[config.mk]
export PLATFORM = sky130hd
export DESIGN_NAME = tone_period_decoder
export DESIGN_NICKNAME = d
export VERILOG_FILES = /design/src/rtl/tone_period_decoder.sv
export SDC_FILE = /design/constraint.sdc
export NUM_CORES = 1
export LEC_CHECK = 0
export CAP_MARGIN = 30
export CORE_ASPECT_RATIO = 1.2
export CORE_MARGIN = 10
export CORE_UTILIZATION = 40
export CTS_CLUSTER_DIAMETER = 150
export DETAILED_ROUTE_END_ITERATION = 8
export GPL_TIMING_DRIVEN = 0
export MAX_ROUTING_LAYER = met4
export RECOVER_POWER = 25
export SLEW_MARGIN = 15
export SYNTH_ARGS = -nofsm -noshare
export SYNTH_HDL_FRONTEND = slang
export SYNTH_SLANG_ARGS = --single-unit
[constraint.sdc]
create_clock -name clk -period 5.5 [get_ports clk]
set_clock_uncertainty 0.05 [all_clocks]
set_input_delay 1.65 -clock clk [delete_from_list [all_inputs] [get_ports clk]]
set_output_delay 1.65 -clock clk [all_outputs]
set_load 0.005 [all_outputs]
[src/rtl/tone_period_decoder.sv]
// Tone period decoder: measures the spacing between edges of an asynchronous square
// wave and recovers the oscillator top value, a coarse code, and lock/silence flags.
module tone_period_decoder #(
  parameter int WIDTH      = 17,
  parameter int CODE_SHIFT = 9,
  parameter int CODE_W     = 6,
  parameter int TOL        = 2,
  parameter int LOCK_COUNT = 4
) (
  input  logic              clk,
  input  logic              rst,
  input  logic              tone_in,
  output logic [WIDTH-1:0]  top_out,
  output logic              top_valid,
  output logic [CODE_W-1:0] code,
  output logic              locked,
  output logic              silent
);

  localparam int STAGES = 1;
  localparam int MW     = $clog2(LOCK_COUNT + 1);
  localparam logic [WIDTH-1:0] ALL_ONES = '1;
  localparam logic [WIDTH-1:0] NEAR_TOP = ALL_ONES - 1'b1;
  localparam logic [WIDTH-1:0] TOL_W    = WIDTH'(TOL);
  localparam logic [MW-1:0]    LOCK_N   = MW'(LOCK_COUNT);
  localparam logic [WIDTH:0]   HALF     = (WIDTH+1)'(1) << (CODE_SHIFT - 1);
  localparam logic [WIDTH:0]   CODE_MAX = (WIDTH+1)'((1 << CODE_W) - 1);

  typedef enum logic {IDLE, ARMED} state_t;

  state_t            state;
  logic              s1, s2, s3;
  logic              tone_edge;
  logic [WIDTH-1:0]  cnt;
  logic [WIDTH-1:0]  meas;
  logic [WIDTH-1:0]  prev;
  logic              have_prev;
  logic [MW-1:0]     match_cnt;
  logic [STAGES:0]   vld_pipe;

  logic [WIDTH-1:0]  diff;
  logic [MW-1:0]     match_nxt;
  logic [WIDTH:0]    rounded;
  logic [WIDTH:0]    shifted;
  logic [CODE_W-1:0] code_calc;

  assign tone_edge = s2 ^ s3;
  assign top_valid = vld_pipe[STAGES];

  // Second stage: lock tracking against the previous report, and code recovery
  always_comb begin
    diff      = (meas >= prev) ? (meas - prev) : (prev - meas);
    match_nxt = '0;
    if (have_prev && diff <= TOL_W)
      match_nxt = (match_cnt == LOCK_N) ? LOCK_N : match_cnt + 1'b1;
    rounded   = {1'b0, meas} + HALF;
    shifted   = rounded >> CODE_SHIFT;
    code_calc = (shifted > CODE_MAX) ? '1 : shifted[CODE_W-1:0];
  end

  always_ff @(posedge clk) begin
    if (!rst) begin
      s1        <= 1'b0;
      s2        <= 1'b0;
      s3        <= 1'b0;
      cnt       <= '0;
      meas      <= '0;
      prev      <= '0;
      have_prev <= 1'b0;
      match_cnt <= '0;
      vld_pipe  <= '0;
      top_out   <= '0;
      code      <= '0;
      locked    <= 1'b0;
      silent    <= 1'b1;
      state     <= IDLE;
    end else begin
      s1 <= tone_in;
      s2 <= s1;
      s3 <= s2;
      cnt      <= tone_edge ? '0 : ((cnt == ALL_ONES) ? cnt : cnt + 1'b1);
      vld_pipe <= {vld_pipe[STAGES-1:0], 1'b0};

      if (vld_pipe[0]) begin
        top_out   <= meas;
        prev      <= meas;
        have_prev <= 1'b1;
        match_cnt <= match_nxt;
        locked    <= (match_nxt == LOCK_N);
        if (match_nxt == LOCK_N) code <= code_calc;
      end

      if (tone_edge) begin
        // A saturated count is meaningless, so that edge only re-arms
        if (state == ARMED && cnt != ALL_ONES) begin
          meas        <= cnt;
          vld_pipe[0] <= 1'b1;
        end else begin
          state     <= ARMED;
          silent    <= 1'b0;
          have_prev <= 1'b0;
          match_cnt <= '0;
        end
      end else if (cnt == NEAR_TOP) begin
        state     <= IDLE;
        silent    <= 1'b1;
        locked    <= 1'b0;
        match_cnt <= '0;
      end
    end
  end

endmodule

==> results.toml, run 1 <==
[floorplan]
core-area_um2 = 12000
die_w_um = 121
io_pins = 29
die-area_um2 = 17000
start_util = 0.405
row_count = 44
die_y_um = 141

[sta]
setup_viol_count_final = 0
timing.final.crit_share = 0.709
slew_viol_final = 0
finalWorstSetupSlack_ns = 1.60
worst_pin_slew_ns = 0.675
fin_crit_ns = 3.90
hold_viol_final = 0
max_freq_mhz = 256
fin_setup_tns_ns = 0
rsz0062_at_grt = "false"
slew_headroom = 0.550

[layout]
fin_cells = 814
multi_input_area_um2 = 3100
diodes = 0
area_growth_pct = 16.8
n_fill_cell = 1258
finalNetCount = 692
regArea_um2 = 1380
layout-drive-gt1-share = 0.0735
fin_util = 0.473

[clocking]
htree_levels = 3
hold_buffers = 0
clock_sinks = 69
cts_tree = "yes"
postCtsSetupRepairBufs = 0
cts.clk_slew.worst_paths_ns = 0.05
cts-buffers-inserted = 9
clockBufferDepth = 2
cts_resized = 0
clock_latency_ns = 0.33
cts-root-buf = "clkbuf_16"

[yosys]
synth_top_family_by_area = "compound AO/OA/AOI/OAI gates"
yosys.area.top_type_share = 0.285
synth_fa_ha_area_frac = 0.109
postSynthCellCount = 610
synth_compound_area_frac = 0.209
synth_area_leader_cell = "dfxtp_1"
synth_xor_area_frac = 0.0649
yosys.area_share.simple = 0.209
synth_nets = 654
syn-mean-instance-area_um2 = 7.96
synth_edf_count = 0
ys.flop_type = "dfxtp_1"
muxShareOfSynthArea = 0.0477
ys_seq_area_frac = 0.285
ys_warn_count = 0
synth-async-reset-ratio = 0
synth_area_um2 = 4850
synthTopCellsByArea = "dfxtp_1 (28%), ha_1 (10%), nand2_1 (4.6%)"
ys_types = 66
yosys_register_bits = 69

[setup_path]
crit_path_end_kind = "flop"
reg2reg_slack_ns = 1.60
cp.arrival_ns = 4.12
crit_type = "reg2reg"
worstSetupStartpointType = "flop"
crit_required_ns = 5.72
crit_fanout = 10

[power]
p_per_area_nw_per_um2 = 211
ir_worst_vdd_mv = 0.142
leakage_nw = 2.14

[detailed_routing]
antenna_left = 0
first_iter_violations = 260
routed_wl_mm = 12.3
vias = 4227
drc = 0
viasPerCell = 5.19
drt_pass1_iterations = 5
wl_per_cell_um = 15.1

[global_routing]
first_global_vias = 4010
grt_overflow = 0
grt_max_degree = 12
antenna_found_initial = 0
track_usage = 0.149
grt_pass1_wl_mm = 20.2

[placement]
port_buffers = 27
routabilityCongestion = 0.951
pre_cts_ws_ns = 1.63
placedCellCount = 798
hpwl_mm = 9.93

[min_path]
hp-class = "reg2reg"

[outcome]
status = "finished, final reports clean"

[run]
cap_violations = 0
synth_stat cells (2+ instances only):
| cell | n |
|---|---|
| nor2_1 | 47 |
| nor3_1 | 11 |
| nor2b_1 | 22 |
| o211a_1 | 2 |
| fa_1 | 2 |
| nand4_1 | 14 |
| inv_1 | 58 |
| nand2_1 | 59 |
| ha_1 | 39 |
| a211oi_1 | 5 |
| dfxtp_1 | 69 |
| a21boi_0 | 18 |
| nand3_1 | 24 |
| xor2_1 | 13 |
| nor4_1 | 2 |
| a311o_1 | 2 |
| clkbuf_1 | 16 |
| a21o_1 | 9 |
| o31ai_1 | 7 |
| xnor2_1 | 23 |
| buf_6 | 2 |
| o21bai_1 | 4 |
| a21oi_1 | 41 |
| and2_1 | 7 |
| buf_2 | 8 |
| nand2b_1 | 7 |
| o2111ai_1 | 2 |
| o21ai_0 | 23 |
| a21oi_2 | 2 |
| o211ai_1 | 5 |
| buf_4 | 4 |
| mux2i_1 | 22 |
| or3_1 | 6 |
| o31a_1 | 2 |
| o21a_1 | 2 |
flip-flops by register name, indices dropped and copies added, names as in the netlist:
signal and cells:
prev 17, vld_pipe 2, s2 1, s1 1, locked 1, match_cnt 3
s3 1, silent 1, code 6, state 1, meas 17, have_prev 1
cnt 17
worst max-delay path, stage by stage (launching register included):
cell       delay [ns]
dfxtp_1          0.45
inv_1            0.13
fa_1             0.50
a211oi_1         0.31
o21ai_2          0.14
a31o_4           0.29
a21oi_4          0.17
xnor2_1          0.09
a2111oi_2        0.35
a2bb2oi_1        0.12
or4_4            0.57
buf_6            0.17
a2111o_1         0.36
a21oi_2          0.13
metal layers:
metal,vias up,global-route usage,part of all wire
li1,2173,-,-
met1,1939,0.174,0.44
met2,84,0.245,0.50
met4,0,0.0789,0.037
met5,-,-,0
met3,31,0.0176,0.029
final timing paths:
path / startpoint / to / depth (start not counted)
max: prev[1]$_SDFFE_PN0P_ / match_cnt[0]$_SDFF_PN0_ / 13
min: code[0]$_SDFFE_PN0P_ / code[0]$_SDFFE_PN0P_ / 2
max reg2reg: prev[1]$_SDFFE_PN0P_ / match_cnt[0]$_SDFF_PN0_ / 13
min reg2reg: code[0]$_SDFFE_PN0P_ / code[0]$_SDFFE_PN0P_ / 2
area by class of cell:
class / instances / area share
Sequential cell: 69 / 0.244
Multi-Input combinational cell: 453 / 0.547
Clock buffer: 13 / 0.0494
Clock inverter: 3 / 0.0115
Inverter: 58 / 0.0384
Buffer: 30 / 0.0269
Timing Repair Buffer: 27 / 0.0477
Tap cell: 161 / 0.0355
power by group:
group / internal (W) / total (W) / switching, W
Sequential: 0.000504 / 0.000509 / 0.00000422
Clock: 0.000445 / 0.000649 / 0.000204
Combinational: 0.0000173 / 0.0000412 / 0.0000239
Total: 0.000967 / 0.00120 / 0.000232
kinds of logic after synthesis:
logic type / Yosys count
compound gates: 145
xor+xnor: 36
fa+ha+maj: 41
buf+inv: 88
flops: 69
mux: 23
simple gates: 208
layout by cell type, fill, tap and decap left out, types with 5 or more instances in the layout:
| cell type | instances |
|---|---|
| ha_1 | 39 |
| nor3_1 | 11 |
| a21o_1 | 9 |
| a21oi_1 | 41 |
| nand3_1 | 24 |
| xor2_1 | 13 |
| nor2_1 | 47 |
| mux2i_1 | 22 |
| a21boi_0 | 18 |
| clkbuf_1 | 16 |
| clkbuf_16 | 9 |
| or3_1 | 6 |
| a211oi_1 | 5 |
| nand4_1 | 14 |
| o21ai_0 | 23 |
| o211ai_1 | 5 |
| xnor2_1 | 23 |
| inv_1 | 58 |
| dfxtp_1 | 69 |
| nand2b_1 | 7 |
| o31ai_1 | 7 |
| nand2_1 | 59 |
| buf_2 | 8 |
| nor2b_1 | 22 |
| clkdlybuf4s50_1 | 27 |
per-stage QoR:
stage	hold WS, ns	instance area, µm²	power, W
after floorplan	0.362	4850	0.000548
after CTS	0.392	5670	0.00121
after detailed placement	0.384	5330	0.000561
after global routing	0.419	5670	0.00124
after global placement	0.370	5330	0.000560
final	0.393	5670	0.00120
Power figures use the tool's default switching activity.
==> inputs of run 2 (changes only) <==
clock period = 3.8 ns   (was 5.5 ns; I/O delays follow)
==> results.toml, run 2 (synthesis gave the netlist of run 1 again) <==
[outcome]
status = "finished, final reports clean"

[layout]
diodes = 0
layout-drive-gt1-share = 0.113
area_growth_pct = 19.3
fin_area_um2 = 5790
final_common_cell = "dfxtp_1"
final_cell_mix = "dfxtp_1 (62), inv_1 (58), nand2_1 (58), nor2_1 (46)"
reg.largest.list = "cnt x17, meas x17, prev x17"
n_fill_cell = 1242
finalNetCount = 694

[detailed_routing]
drc = 0
wl_per_cell_um = 15.2
routed_wl_mm = 12.4
first_iter_violations = 268
viasPerCell = 5.19
antenna_left = 0
vias = 4234
drt_pass1_iterations = 4

[floorplan]
io_pins = 29
die_y_um = 141
core-area_um2 = 12000
start_util = 0.405
row_count = 44
die_w_um = 121
die-area_um2 = 17000

[min_path]
hp-class = "reg2reg"

[sta]
max_freq_mhz = 269
setup_viol_count_final = 0
worst_pin_slew_ns = 0.676
worst_hold_slack_ns = 0.393
hold_viol_final = 0
finalWorstSetupSlack_ns = 0.0878
timing.final.crit_share = 0.977
slew_headroom = 0.549
slew_viol_final = 0
fin_crit_ns = 3.71

[setup_path]
worstSetupStartpointType = "flop"
cp.arrival_ns = 3.93
crit_fanout = 10
crit_family = "compound AO/OA/AOI/OAI gates"
cp.buffers_inverters = 3
max_stage_delay_ns = 0.53
crit_path_end_kind = "flop"
crit_type = "reg2reg"
crit_chain = "inv_1 -> ha_1 -> inv_1 -> fa_2 -> a211oi_2 -> o21ai_2 -> a31o_4 -> xnor2_1 -> nand2_1 -> a2111oi_4 -> a2bb2oi_2 -> or4_4 -> buf_6 -> a2111o_1 -> a21oi_2"
crit_required_ns = 4.01
cpMaxStageDelayCell = "or4_4"
cpMostUsedCell = "inv_1"

[clocking]
cts.clk_slew.worst_paths_ns = 0.05
cts-buffers-inserted = 9
hold_buffers = 0
cts-root-buf = "clkbuf_16"
clock_latency_ns = 0.33
clock_sinks = 69
clockBufferDepth = 2
cts_tree = "yes"
htree_levels = 3

[power]
p_per_area_nw_per_um2 = 300
pwr-share-seq = 0.424
p_comb_frac = 0.036
ir_worst_vdd_mv = 0.206
power.switching_w = 0.000336
p_sw_frac = 0.193
leakage_nw = 2.19
intPower_w = 0.00140
power_frac_clock = 0.540

[placement]
postPlaceCellArea_um2 = 5330
routabilityCongestion = 0.951
hpwl_mm = 9.93
port_buffers = 27
pre_cts_ws_ns = -0.0685

[global_routing]
grt_overflow = 0
grt_pass1_wl_mm = 20.2
grt_max_degree = 12
first_global_vias = 4002
track_usage = 0.149
antenna_found_initial = 0

[run]
cap_violations = 0
## run 2: final timing paths
| kind | start | endpoint | slack, ns | cells after the start |
|---|---|---|---|---|
| setup / recovery | meas[0]$_SDFFE_PN0P_ | match_cnt[0]$_SDFF_PN0_ | 0.09 | 15 |
| hold / removal | code[0]$_SDFFE_PN0P_ | code[0]$_SDFFE_PN0P_ | 0.39 | 2 |
| setup reg to reg | meas[0]$_SDFFE_PN0P_ | match_cnt[0]$_SDFF_PN0_ | 0.09 | 15 |
| hold reg to reg | code[0]$_SDFFE_PN0P_ | code[0]$_SDFFE_PN0P_ | 0.39 | 2 |
## run 2: routing by layer
metal	GRT usage	vias to the layer above	part of all wire	routed length, µm
met1	0.175	1957	0.44	5430
met5	-	-	0	0
met3	0.0168	30	0.024	299
li1	-	2176	-	-
met2	0.245	71	0.50	6200
met4	0.0782	0	0.035	433
## run 2: metrics by stage
step                      TNS [ns]   util  std cells  total power, W
after floorplan                  0      -        610        0.000793
after detailed placement    -0.364  0.444        798        0.000812
final                            0  0.482        816         0.00174
after global placement      -0.480  0.444        798        0.000811
after CTS                        0  0.473        814         0.00175
after global routing       -0.0434  0.482        816         0.00179
## run 2: what timing repair did
| action | in CTS | in global routing |
|---|---|---|
| pin swaps | 0 | 8 |
| endpoints found under the hold margin | 0 | 0 |
| setup buffers | 0 | 3 |
| gates resized for setup | 3 | 32 |
| endpoints found under the setup margin | 9 | 10 |
## run 2: worst reg2reg max path, stage by stage (launching register included)
cell and delay, ns:
dfxtp_2 0.34, inv_1 0.06, ha_1 0.16, inv_1 0.07
fa_2 0.40, a211oi_2 0.26, o21ai_2 0.11, a31o_4 0.29
xnor2_1 0.14, nand2_1 0.11, a2111oi_4 0.37, a2bb2oi_2 0.09
or4_4 0.53, buf_6 0.17, a2111o_1 0.36, a21oi_2 0.13
## run 2: final cells by class
type	count	area, µm²	area share
multi-input cells	453	3190	0.551
flip-flops and latches	69	1390	0.240
repair buffers	30	293	0.0506
clock buffers	13	280	0.0484
inverters	58	218	0.0376
well taps	161	201	0.0348
plain buffers	29	153	0.0264
clock inverters	3	65.1	0.0112
## run 2: power groups by stage
stage	clock network (W)	registers, W	logic [W]
6_report	0.000938	0.000736	0.0000617
5_1_grt	0.000987	0.000736	0.0000687
4_1_cts	0.000957	0.000736	0.0000606
3_5_place_dp	0	0.000752	0.0000603
3_3_place_gp	0	0.000751	0.0000595
2_1_floorplan	0	0.000750	0.0000437
==> inputs of run 3 (changes only) <==
CAP_MARGIN = default   (was 30)
CORE_MARGIN = default   (was 10)
==> results.toml, run 3 (synthesis gave the netlist of run 1 again) <==
[clocking]
cts.clk_slew.worst_paths_ns = 0.05
clock_latency_ns = 0.33
cts_tree = "yes"
clockBufferDepth = 2
cts-root-buf = "clkbuf_16"
clock_sinks = 69
hold_buffers = 0
htree_levels = 3
cts-buffers-inserted = 9

[placement]
routabilityCongestion = 0.916
hpwl_mm = 9.75
port_buffers = 27
placedCellCount = 794

[run]
cap_violations = 0

[detailed_routing]
wl_per_cell_um = 15.1
drc = 0
vias = 4233
viasPerCell = 5.23
drt_pass1_iterations = 5
first_iter_violations = 173
antenna_left = 0
routed_wl_mm = 12.2

[setup_path]
cp.arrival_ns = 3.82
worstSetupStartpointType = "flop"
reg2reg_slack_ns = 0.19
r2r_end = "match_cnt[0]$_SDFF_PN0_"
setup.worst_path.start = "prev[15]$_SDFFE_PN0P_"
crit_required_ns = 4.01
crit_type = "reg2reg"
crit_path_end = "match_cnt[0]$_SDFF_PN0_"
timing.rr.start = "prev[15]$_SDFFE_PN0P_"
crit_path_end_kind = "flop"
crit_fanout = 10
reg2reg_depth = 14

[layout]
finalNetCount = 693
layout-drive-gt1-share = 0.0919
diodes = 0
fin_cells = 810
reg.largest.list = "cnt x17, meas x17, prev x17"
area_growth_pct = 16.9
final_common_cell = "dfxtp_1"
final_cell_mix = "dfxtp_1 (65), nand2_1 (59), inv_1 (58), nor2_1 (47), ha_1 (39)"
regArea_um2 = 1390
multi_input_area_um2 = 3160
fin_util = 0.486
n_fill_cell = 1216

[floorplan]
io_pins = 29
die_y_um = 123
row_count = 43
die-area_um2 = 12600
start_util = 0.416
die_w_um = 103
core-area_um2 = 11700

[min_path]
hold_path_depth = 1
hp-class = "reg2reg"
hold_start = "s1$_SDFF_PN0_"

[global_routing]
grt_pass1_wl_mm = 20.2
antenna_found_initial = 0
grt_overflow = 0
grt_max_degree = 11
track_usage = 0.213
first_global_vias = 4110

[sta]
fin_setup_tns_ns = 0
setup_viol_count_final = 0
worst_pin_slew_ns = 0.657
max_freq_mhz = 277
rsz0062_at_grt = "false"
fin_crit_ns = 3.61
slew_headroom = 0.562
hold_viol_final = 0
timing.final.crit_share = 0.949
slew_viol_final = 0

[power]
p_per_area_nw_per_um2 = 276
ir_worst_vdd_mv = 0.273
leakage_nw = 2.13

[outcome]
status = "finished, final reports clean"
## run 3: what timing repair did
item                       CTS  global route
cloned                       0             0
setup buffers                0             1
gates resized for setup      2            22
pin swaps                    0             5
hold endpoints to repair     0             0
setup endpoints to repair    9            10
## run 3: area by class of cell
cell class | count | area share
Buffer | 30 | 0.0280
Clock buffer | 14 | 0.0483
Clock inverter | 1 | 0.000882
Inverter | 58 | 0.0384
Multi-Input combinational cell | 453 | 0.557
Sequential cell | 69 | 0.244
Tap cell | 157 | 0.0346
Timing Repair Buffer | 28 | 0.0490
## run 3: worst min path at each step
| stage | slack, ns | end |
|---|---|---|
| final | 0.39 | s2$_SDFF_PN0_ |
| after CTS | 0.39 | s2$_SDFF_PN0_ |
| after detailed placement | 0.38 | s2$_SDFF_PN0_ |
| after floorplan | 0.36 | s2$_SDFF_PN0_ |
| after global placement | 0.37 | s2$_SDFF_PN0_ |
| after global routing | 0.40 | s2$_SDFF_PN0_ |
## run 3: routing by layer
layer / global-route usage / vias to the layer above / wire (µm)
met5: - / - / 0
met4: 0.0821 / 0 / 293
met3: 0.0262 / 18 / 275
met2: 0.368 / 57 / 6140
met1: 0.250 / 1991 / 5520
li1: - / 2167 / -
## run 3: critical path, cell delays in order (launching register included)
cell and delay, ns:
dfxtp_2 0.35, inv_1 0.05, ha_1 0.29, buf_4 0.16, a21oi_1 0.14, a21boi_1 0.09, a311o_2 0.41, a21o_4 0.24
nor3_2 0.20, nor3_1 0.06, nand4b_1 0.22, or4_4 0.61, buf_6 0.17, a2111o_1 0.36, a21oi_2 0.13
## run 3: power breakdown
part	internal, W	switching, W	leakage (nW)
registers	0.000730	0.00000579	0.559
clock network	0.000490	0.000281	0.139
logic	0.0000258	0.0000346	1.43
total	0.00125	0.000321	2.13
## run 3: stage by stage
step / total power, W / setup WS, ns / hold WS [ns] / cell area [µm²]
after floorplan: 0.000793 / 0.292 / 0.362 / 4850
after global placement: 0.000810 / -0.0282 / 0.373 / 5320
after detailed placement: 0.000811 / -0.0429 / 0.379 / 5320
after CTS: 0.00158 / 0.0137 / 0.394 / 5610
after global routing: 0.00162 / 0.00873 / 0.401 / 5670
final: 0.00157 / 0.193 / 0.386 / 5670
